$ cat src/rtl/alt_vipitc131_common_mode_select_pkg.sv
// Shared definitions for the clocked-video-output mode selector: FSM state
// encoding, the "no mode" constant and the index+1 priority encode function.
package alt_vipitc131_common_mode_select_pkg;

    localparam int unsigned MAX_MODES = 32;
    localparam int unsigned IDX_W     = 5;
    localparam int unsigned ENC_W     = 6;
    localparam int unsigned NO_MODE   = 0;

    typedef enum logic [1:0] {
        ST_LOCKED  = 2'd0,
        ST_PENDING = 2'd1,
        ST_REQUEST = 2'd2
    } mode_state_e;

    // Returns index+1 of the winning set flag, 0 when no flag is set.
    // The scan order puts the winning bit last so it overwrites all others.
    function automatic logic [ENC_W-1:0] encode_mode(
        input logic [MAX_MODES-1:0] flags,
        input logic                 low_first
    );
        logic [ENC_W-1:0] res;
        logic [IDX_W-1:0] idx;
        res = '0;
        for (int i = 0; i < int'(MAX_MODES); i++) begin
            idx = low_first ? IDX_W'(MAX_MODES - 1 - 32'(i)) : IDX_W'(i);
            if (flags[idx]) begin
                res = ENC_W'(idx) + ENC_W'(1);
            end
        end
        return res;
    endfunction

endpackage

$ cat src/rtl/alt_vipitc131_common_prio_encode.sv
// Combinational priority encoder for mode match flags.
//   one_hot_i     : per-mode match flags (any number may be set)
//   mode_c_o      : winning index+1, 0 when no flag set
//   multi_hot_c_o : more than one flag set
module alt_vipitc131_common_prio_encode
    import alt_vipitc131_common_mode_select_pkg::*;
#(
    parameter int unsigned NO_OF_MODES        = 3,
    parameter int unsigned LOG2_NO_OF_MODES   = 2,
    parameter int unsigned PRIORITY_LOW_FIRST = 1
) (
    input  logic [NO_OF_MODES-1:0]      one_hot_i,
    output logic [LOG2_NO_OF_MODES-1:0] mode_c_o,
    output logic                        multi_hot_c_o
);

    logic [MAX_MODES-1:0] flags_ext;
    logic [ENC_W-1:0]     mode_full;
    logic                 unused_mode_bits;

    assign flags_ext = MAX_MODES'(one_hot_i);
    assign mode_full = encode_mode(flags_ext, PRIORITY_LOW_FIRST != 0);
    assign mode_c_o  = LOG2_NO_OF_MODES'(mode_full);

    // Upper encode bits are zero whenever the width constraint holds.
    assign unused_mode_bits = ^mode_full;

    // Clearing the lowest set bit leaves something only if two or more were set.
    assign multi_hot_c_o = (flags_ext & (flags_ext - MAX_MODES'(1))) != '0;

endmodule

$ cat src/rtl/alt_vipitc131_common_mode_select.sv
// Registered, debounced mode selector. Encodes mode match flags, filters the
// result for stability and commits changes at frame boundaries through a
// req/ack handshake with the timing generator.
//   clk, rst        : clock, synchronous active-high reset
//   one_hot         : mode match flags
//   frame_boundary  : single-cycle frame switch pulse
//   mode_ack        : timing generator accepted target_mode
//   mode_change_req : request held until ack
//   target_mode     : requested mode, valid while mode_change_req=1
//   current_mode    : committed mode (index+1, 0 = none)
//   mode_valid      : current_mode != 0
//   multi_hot_err   : sampled one_hot had more than one bit set
module alt_vipitc131_common_mode_select
    import alt_vipitc131_common_mode_select_pkg::*;
#(
    parameter int unsigned NO_OF_MODES        = 3,
    parameter int unsigned LOG2_NO_OF_MODES   = 2,
    parameter int unsigned PRIORITY_LOW_FIRST = 1,
    parameter int unsigned STABLE_CYCLES      = 4
) (
    input  logic                        clk,
    input  logic                        rst,
    input  logic [NO_OF_MODES-1:0]      one_hot,
    input  logic                        frame_boundary,
    input  logic                        mode_ack,
    output logic                        mode_change_req,
    output logic [LOG2_NO_OF_MODES-1:0] target_mode,
    output logic [LOG2_NO_OF_MODES-1:0] current_mode,
    output logic                        mode_valid,
    output logic                        multi_hot_err
);

    localparam int unsigned          CNT_W   = 8;
    localparam logic [CNT_W-1:0]     CNT_MAX = CNT_W'(STABLE_CYCLES - 1);
    localparam int unsigned          MODE_W  = LOG2_NO_OF_MODES;
    localparam logic [MODE_W-1:0]    NONE    = MODE_W'(NO_MODE);

    logic [MODE_W-1:0] enc_c;
    logic              multi_c;

    logic [MODE_W-1:0] cand_q;
    logic [CNT_W-1:0]  stable_cnt_q;
    logic [MODE_W-1:0] stable_cand_q;
    logic              multi_hot_err_q;

    mode_state_e       state_q, state_d;
    logic [MODE_W-1:0] target_q, target_d;
    logic [MODE_W-1:0] current_q, current_d;
    logic              req_q, req_d;
    logic              valid_q, valid_d;

    alt_vipitc131_common_prio_encode #(
        .NO_OF_MODES        (NO_OF_MODES),
        .LOG2_NO_OF_MODES   (LOG2_NO_OF_MODES),
        .PRIORITY_LOW_FIRST (PRIORITY_LOW_FIRST)
    ) u_prio_encode (
        .one_hot_i     (one_hot),
        .mode_c_o      (enc_c),
        .multi_hot_c_o (multi_c)
    );

    // Candidate capture and stability filter.
    always_ff @(posedge clk) begin
        if (rst) begin
            cand_q          <= NONE;
            stable_cnt_q    <= '0;
            stable_cand_q   <= NONE;
            multi_hot_err_q <= 1'b0;
        end else begin
            cand_q          <= enc_c;
            multi_hot_err_q <= multi_c;
            if (enc_c != cand_q) begin
                stable_cnt_q <= '0;
            end else if (stable_cnt_q != CNT_MAX) begin
                stable_cnt_q <= stable_cnt_q + CNT_W'(1);
            end
            if (stable_cnt_q == CNT_MAX) begin
                stable_cand_q <= cand_q;
            end
        end
    end

    // FSM and handshake register bank.
    always_ff @(posedge clk) begin
        if (rst) begin
            state_q   <= ST_LOCKED;
            target_q  <= NONE;
            current_q <= NONE;
            req_q     <= 1'b0;
            valid_q   <= 1'b0;
        end else begin
            state_q   <= state_d;
            target_q  <= target_d;
            current_q <= current_d;
            req_q     <= req_d;
            valid_q   <= valid_d;
        end
    end

    // Next-state: a change waits in PENDING for a boundary, then holds
    // target frozen in REQUEST until the timing generator acks.
    always_comb begin
        state_d   = state_q;
        target_d  = target_q;
        current_d = current_q;
        req_d     = req_q;
        valid_d   = valid_q;
        unique case (state_q)
            ST_LOCKED: begin
                if (stable_cand_q != current_q) begin
                    state_d = ST_PENDING;
                end
            end
            ST_PENDING: begin
                if (stable_cand_q == current_q) begin
                    state_d = ST_LOCKED;
                end else if (frame_boundary) begin
                    target_d = stable_cand_q;
                    req_d    = 1'b1;
                    state_d  = ST_REQUEST;
                end
            end
            ST_REQUEST: begin
                if (mode_ack) begin
                    current_d = target_q;
                    valid_d   = (target_q != NONE);
                    req_d     = 1'b0;
                    state_d   = ST_LOCKED;
                end
            end
            default: begin
                state_d = ST_LOCKED;
                req_d   = 1'b0;
            end
        endcase
    end

    assign mode_change_req = req_q;
    assign target_mode     = target_q;
    assign current_mode    = current_q;
    assign mode_valid      = valid_q;
    assign multi_hot_err   = multi_hot_err_q;

endmodule

$ cat config.mk
export PLATFORM = sky130hd
export DESIGN_NAME = alt_vipitc131_common_mode_select
export DESIGN_NICKNAME = d
export VERILOG_FILES = /design/src/rtl/alt_vipitc131_common_mode_select_pkg.sv /design/src/rtl/alt_vipitc131_common_prio_encode.sv /design/src/rtl/alt_vipitc131_common_mode_select.sv
export SDC_FILE = /design/constraint.sdc
export NUM_CORES = 1
export LEC_CHECK = 0
export BUFFER_PORTS_ARGS = -buffer_cell sky130_fd_sc_hd__buf_2
export CELL_PAD_IN_SITES_DETAIL_PLACEMENT = 0
export CELL_PAD_IN_SITES_GLOBAL_PLACEMENT = 2
export CORE_UTILIZATION = 36
export CTS_BUF_LIST = sky130_fd_sc_hd__clkbuf_16
export DETAILED_ROUTE_END_ITERATION = 8
export GPL_TIMING_DRIVEN = 0
export PLACE_DENSITY_LB_ADDON = 0.1
export SLEW_MARGIN = 20
export SYNTH_ARGS = -nofsm -noshare
export SYNTH_HDL_FRONTEND = slang
export SYNTH_SLANG_ARGS = --single-unit
$ cat constraint.sdc
create_clock -name clk -period 3.9 [get_ports clk]
set_input_delay 0.585 -clock clk [delete_from_list [all_inputs] [get_ports clk]]
set_output_delay 0.585 -clock clk [all_outputs]
set_load 0.05 [all_outputs]
Word-level counts from Yosys, hierarchy flattened
Index checks and enable logic that the tools add are counted.
{"block": "word_totals", "register_bits": 21, "latchBits": 0, "ram_bits": 0, "romBits": 0, "in_bits": 7, "output_inout_bits": 7, "n_memories": 0}
{"block": "classes", "addsub": 2, "mul": 0, "div_mod_pow": 0, "n_lt_le_gt_ge": 0, "n_eq_ne": 12, "n_shift": 0, "muxes": 12, "bitwise": 3, "reduce_logical": 8}
{"op": "bitwise AND 3 x 32 -> 32 bit", "count": 1}
{"op": "nonzero test 32 bit", "count": 1}
{"op": "two-way mux 2 bit", "count": 7}
{"op": "adder 8 x 1 -> 8 bit (second input constant)", "count": 1}
{"op": "equality test 8 x 2 -> 1 bit (second input constant)", "count": 1}
{"op": "!= test 2 bit (second input constant)", "count": 4}
{"op": "!= test 8 x 2 -> 1 bit (second input constant)", "count": 1}
{"op": "case mux 2 bit (3 select lines)", "count": 1}
{"op": "AND reduction 3 bit", "count": 2}
{"op": "!= test 2 bit", "count": 2}
{"op": "AND reduction 4 bit", "count": 1}
{"op": "subtractor 3 x 1 -> 4 bit (second input constant)", "count": 1}
{"op": "two-way mux 1 bit", "count": 3}
{"op": "!= test 3 bit (second input constant)", "count": 1}
{"op": "case mux 1 bit (3 select lines)", "count": 1}
{"op": "equality test 2 x 1 -> 1 bit (second input constant)", "count": 1}
{"op": "equality test 2 bit", "count": 1}
{"op": "equality test 2 bit (second input constant)", "count": 1}
{"op": "zero test 2 bit", "count": 1}
{"op": "NOT 1 bit", "count": 2}
{"op": "AND reduction 2 bit", "count": 1}
{"op": "nonzero test 2 bit", "count": 1}
{"op": "OR reduction 2 bit", "count": 1}

Depth between registers and ports, before layout
{"block": "depth", "ltp_word": 5, "ltp_mapped": 4, "ltp_nobuf": 4}

Hierarchy
A second synthesis with hierarchy kept.
{"block": "hier_totals", "hier_cells": 101, "area_unflattened_um2": 934.6}
{"mod": "alt_vipitc131_common_mode_select", "n_inst": 1, "cells_per_inst": 96, "area_each_um2": 903.4}
{"mod": "alt_vipitc131_common_prio_encode", "n_inst": 1, "cells_per_inst": 5, "area_each_um2": 31.3}

Worst setup path after synthesis
OpenSTA, ideal clock, no wires.
{"block": "synth_timing", "path_type": "register -> register", "startpoint": "register stable_cnt_q[0]", "endpoint": "register stable_cnt_q[0]", "setup_ns": 0.143, "arrival_ns": 1.328, "t_required_ns": 3.757, "slack_ns": 2.429, "path_stages_with_launch": 5, "path_buffers": 0, "cell_sequence": "dfxtp_1 -> ha_1 -> or4b_4 -> nor3_2 -> a211oi_1"}
{"block": "synth_between", "elab_chain_len": 1, "word_cells_on_any_way": 2, "cone_classes": "add/sub: 1; eq/ne: 1"}
{"item": "from (decl)", "line": "alt_vipitc131_common_mode_select.sv:42", "text": "logic [CNT_W-1:0] stable_cnt_q;"}
{"item": "from (signal assigned)", "line": "alt_vipitc131_common_mode_select.sv:75", "text": "stable_cnt_q <= stable_cnt_q + CNT_W'(1);"}
{"item": "adder 8 x 1 -> 8 bit / != test 8 x 2 -> 1 bit (equally long branches)", "line": "alt_vipitc131_common_mode_select.sv:75, alt_vipitc131_common_mode_select.sv:74"}
Several ways; a longest one is shown, not always the timed one.
A chain may end at the register's enable or synchronous reset.

Final worst setup path
Ends and elaborated chain as after synthesis.

==> flow_metrics.tcl <==
set metrics [dict create \
    gp_congestion 0.718 \
    synth.net_count 113 \
    final_cells 152 \
    design_area_um2 1140 \
    arrival_ns 1.77 \
    grt_pass1_wl_um 3510 \
    nNetsFinal 131 \
    placed_area_um2 1060 \
    cts_tree "done" \
    critPathKind "reg -> reg" \
    fin_hold_ws_ns 0.450 \
    overflow 0 \
    dr.pass1.iters 4 \
    dieArea_um2 2880 \
    slew_viol_final 0 \
    multi_input_area_um2 515 \
    setup_viol 0 \
    core_area_um2 2500 \
    post_cts_buffers 0 \
    syn_area_per_cell_um2 9.16 \
    antenna_found_initial 0 \
    fill_cells 253 \
    hpwl_um 1420 \
    ys.warnings.count 0 \
    finClkSkew_ns 0.00533 \
    hold_viol 0 \
    clockBufferDepth 2 \
    required_ns 4.01 \
    path_cells "ha_1, or4b_4, nor3_2, a211oi_1" \
    slowest_delay_ns 0.53 \
    cts_resized 0 \
    num_rows 18 \
    clock_latency_ns 0.26 \
    grt_max_degree 13 \
    vias 818 \
    status "complete, no violations" \
    cp-start-kind "register" \
    leakagePower_nw 0.449 \
    seqCellArea_um2 420 \
    cts_max_level 1 \
    cts.clk_slew.worst_paths_ns 0.05 \
    drv_cap 0 \
    io_pins 14 \
    cp.buffers_inverters 0 \
    min_period_over_period_pct 42.6 \
    cts_sinks 21 \
    power.density_nw_per_um2 399 \
    crit_slowest_cell "or4b_4" \
    worstSetupEndpointType "register" \
    antenna_cells 0 \
    cts_root_buf "clkbuf_16" \
    drt-total-wl_um 2000 \
    critical-path-top-delay-family "simple AND/OR/NAND/NOR gates" \
    areaGrowthSynthToFinish_pct 19.0 \
    antenna_left 0 \
    ir_drop_mv 0.208 \
    fmax_mhz 601 \
    synth_cell_types 30 \
    track_usage_pct 17.1 \
    dpl.cell_count 148 \
    synth-seq-cells 21 \
    min_path_type "reg -> reg" \
    cts_buffers 3 \
    worstMarginPinSlew_ns 0.630 \
    syn_inst 105 \
    period_needed_ns 1.66 \
    drtIter0Drc 12 \
    drc 0 \
    critPathMaxFanout 6 \
    first_global_vias 752 \
    drive_gt1_share_pct 18.0 \
    vias_per_cell 5.38 \
    slew_headroom_pct 57.7 \
    syn-cell-area_um2 962 \
    tns_ns 0 \
    synth-seq-area-share_pct 43.7 \
    rsz0062_at_grt "no" \
    holdBufCountCts 0 \
    die_h_um 53.7 \
    wire_per_inst_um 13.2 \
    io_buffers 13 \
    dieWidth_um 53.7 \
    initial_utilization_pct 38.5 \
]
-- flip-flops by register name, summed over array words and instances (netlist names) --
signal	cells
current_mode	2
mode_change_req	1
stable_cand_q	2
multi_hot_err	1
state_q	2
mode_valid	1
target_mode	2
stable_cnt_q	8
cand_q	2
-- path summary, 6_finish.rpt --
path         cells past startpoint  slack, ns            start              end
max                              4       2.24  stable_cnt_q[0]  stable_cnt_q[0]
min                              2       0.45  mode_change_req  mode_change_req
max reg2reg                      4       2.24  stable_cnt_q[0]  stable_cnt_q[0]
min reg2reg                      2       0.45  mode_change_req  mode_change_req
-- metal layers --
metal,vias to the layer above,wire (um),part of all wire [%],track usage (%)
li1,420,-,-,-
met1,385,1050,52,23.9
met2,10,870,43,25.1
met3,3,52,2.6,3.39
met4,0,34,1.7,7.89
met5,-,0,0,0
-- where the power goes --
| part | internal, mW | switching, mW | total (mW) |
|---|---|---|---|
| combinational | 0.00757 | 0.0129 | 0.0205 |
| sequential | 0.217 | 0.00261 | 0.220 |
| clock | 0.138 | 0.0789 | 0.217 |
-- per-stage QoR --
stage,total power [mW],worst slack [ns],utilization (%)
after CTS,0.463,2.26,45.8
after floorplan,0.236,2.43,-
final,0.457,2.24,45.8
after detailed placement,0.245,2.18,42.6
after global placement,0.245,2.17,42.6
after global routing,0.476,2.14,45.8
-- kinds of logic after synthesis --
kind of cell	Yosys count	synth area share, %
and+or+nand+nor	39	24.7
AOI/OAI and AO/OA	30	18.9
DFF	21	43.7
xor gates and xnor gates	5	4.55
buffers and inverters	5	2.73
muxes	4	4.16
adders and majority gates	1	1.30
-- cells in the final DEF, fill, tap and decap left out, types with 2 or more instances in the layout --
master	count
o21ai_1	5
a21oi_1	9
dfxtp_1	21
nor2_1	4
nor3_1	6
nand2b_1	4
mux2i_1	4
nand3_1	7
nand2_1	3
nor2b_1	3
clkbuf_16	3
inv_1	3
a211oi_1	2
xor2_1	5
buf_2	13
a22oi_1	4
or3_1	5
o21ai_0	6
-- Yosys cell counts, drive strengths merged --
| master | instances | area, um2 |
|---|---|---|
| a211oi | 2 | 15.0 |
| a21boi | 1 | 7.51 |
| a21oi | 9 | 45.0 |
| a22oi | 4 | 30.0 |
| and2 | 1 | 6.26 |
| and4bb | 1 | 12.5 |
| buf | 1 | 11.3 |
| clkbuf | 1 | 3.75 |
| dfxtp | 21 | 420 |
| ha | 1 | 12.5 |
| inv | 3 | 11.3 |
| mux2i | 4 | 40.0 |
| nand2 | 3 | 11.3 |
| nand2b | 4 | 25.0 |
| nand3 | 7 | 35.0 |
| nand3b | 1 | 7.51 |
| nand4 | 1 | 6.26 |
| nor2 | 4 | 15.0 |
| nor2b | 3 | 18.8 |
| nor3 | 7 | 40.0 |
| nor4b | 1 | 15.0 |
| o2111a | 1 | 11.3 |
| o2111ai | 1 | 8.76 |
| o21ai | 12 | 63.8 |
| or3 | 5 | 31.3 |
| or4b | 1 | 13.8 |
| xor2 | 5 | 43.8 |
-- worst min-delay path: cells and delay by family, from the launching register on --
family / cells / cell delay [ns]
AOI/OAI and AO/OA: 1 / 0.05
DFF: 1 / 0.30
and+or+nand+nor: 1 / 0.05
-- cell type report --
| class | instances | share of cell area [%] |
|---|---|---|
| clock inverters | 1 | 0.437 |
| clock buffers | 3 | 6.56 |
| multi-input cells | 79 | 45.0 |
| repair buffers | 13 | 5.68 |
| flip-flops and latches | 21 | 36.7 |
| plain buffers | 2 | 1.31 |
| inverters | 3 | 0.984 |
| well taps | 30 | 3.28 |
Note: power is estimated with default switching activity, not from simulation.
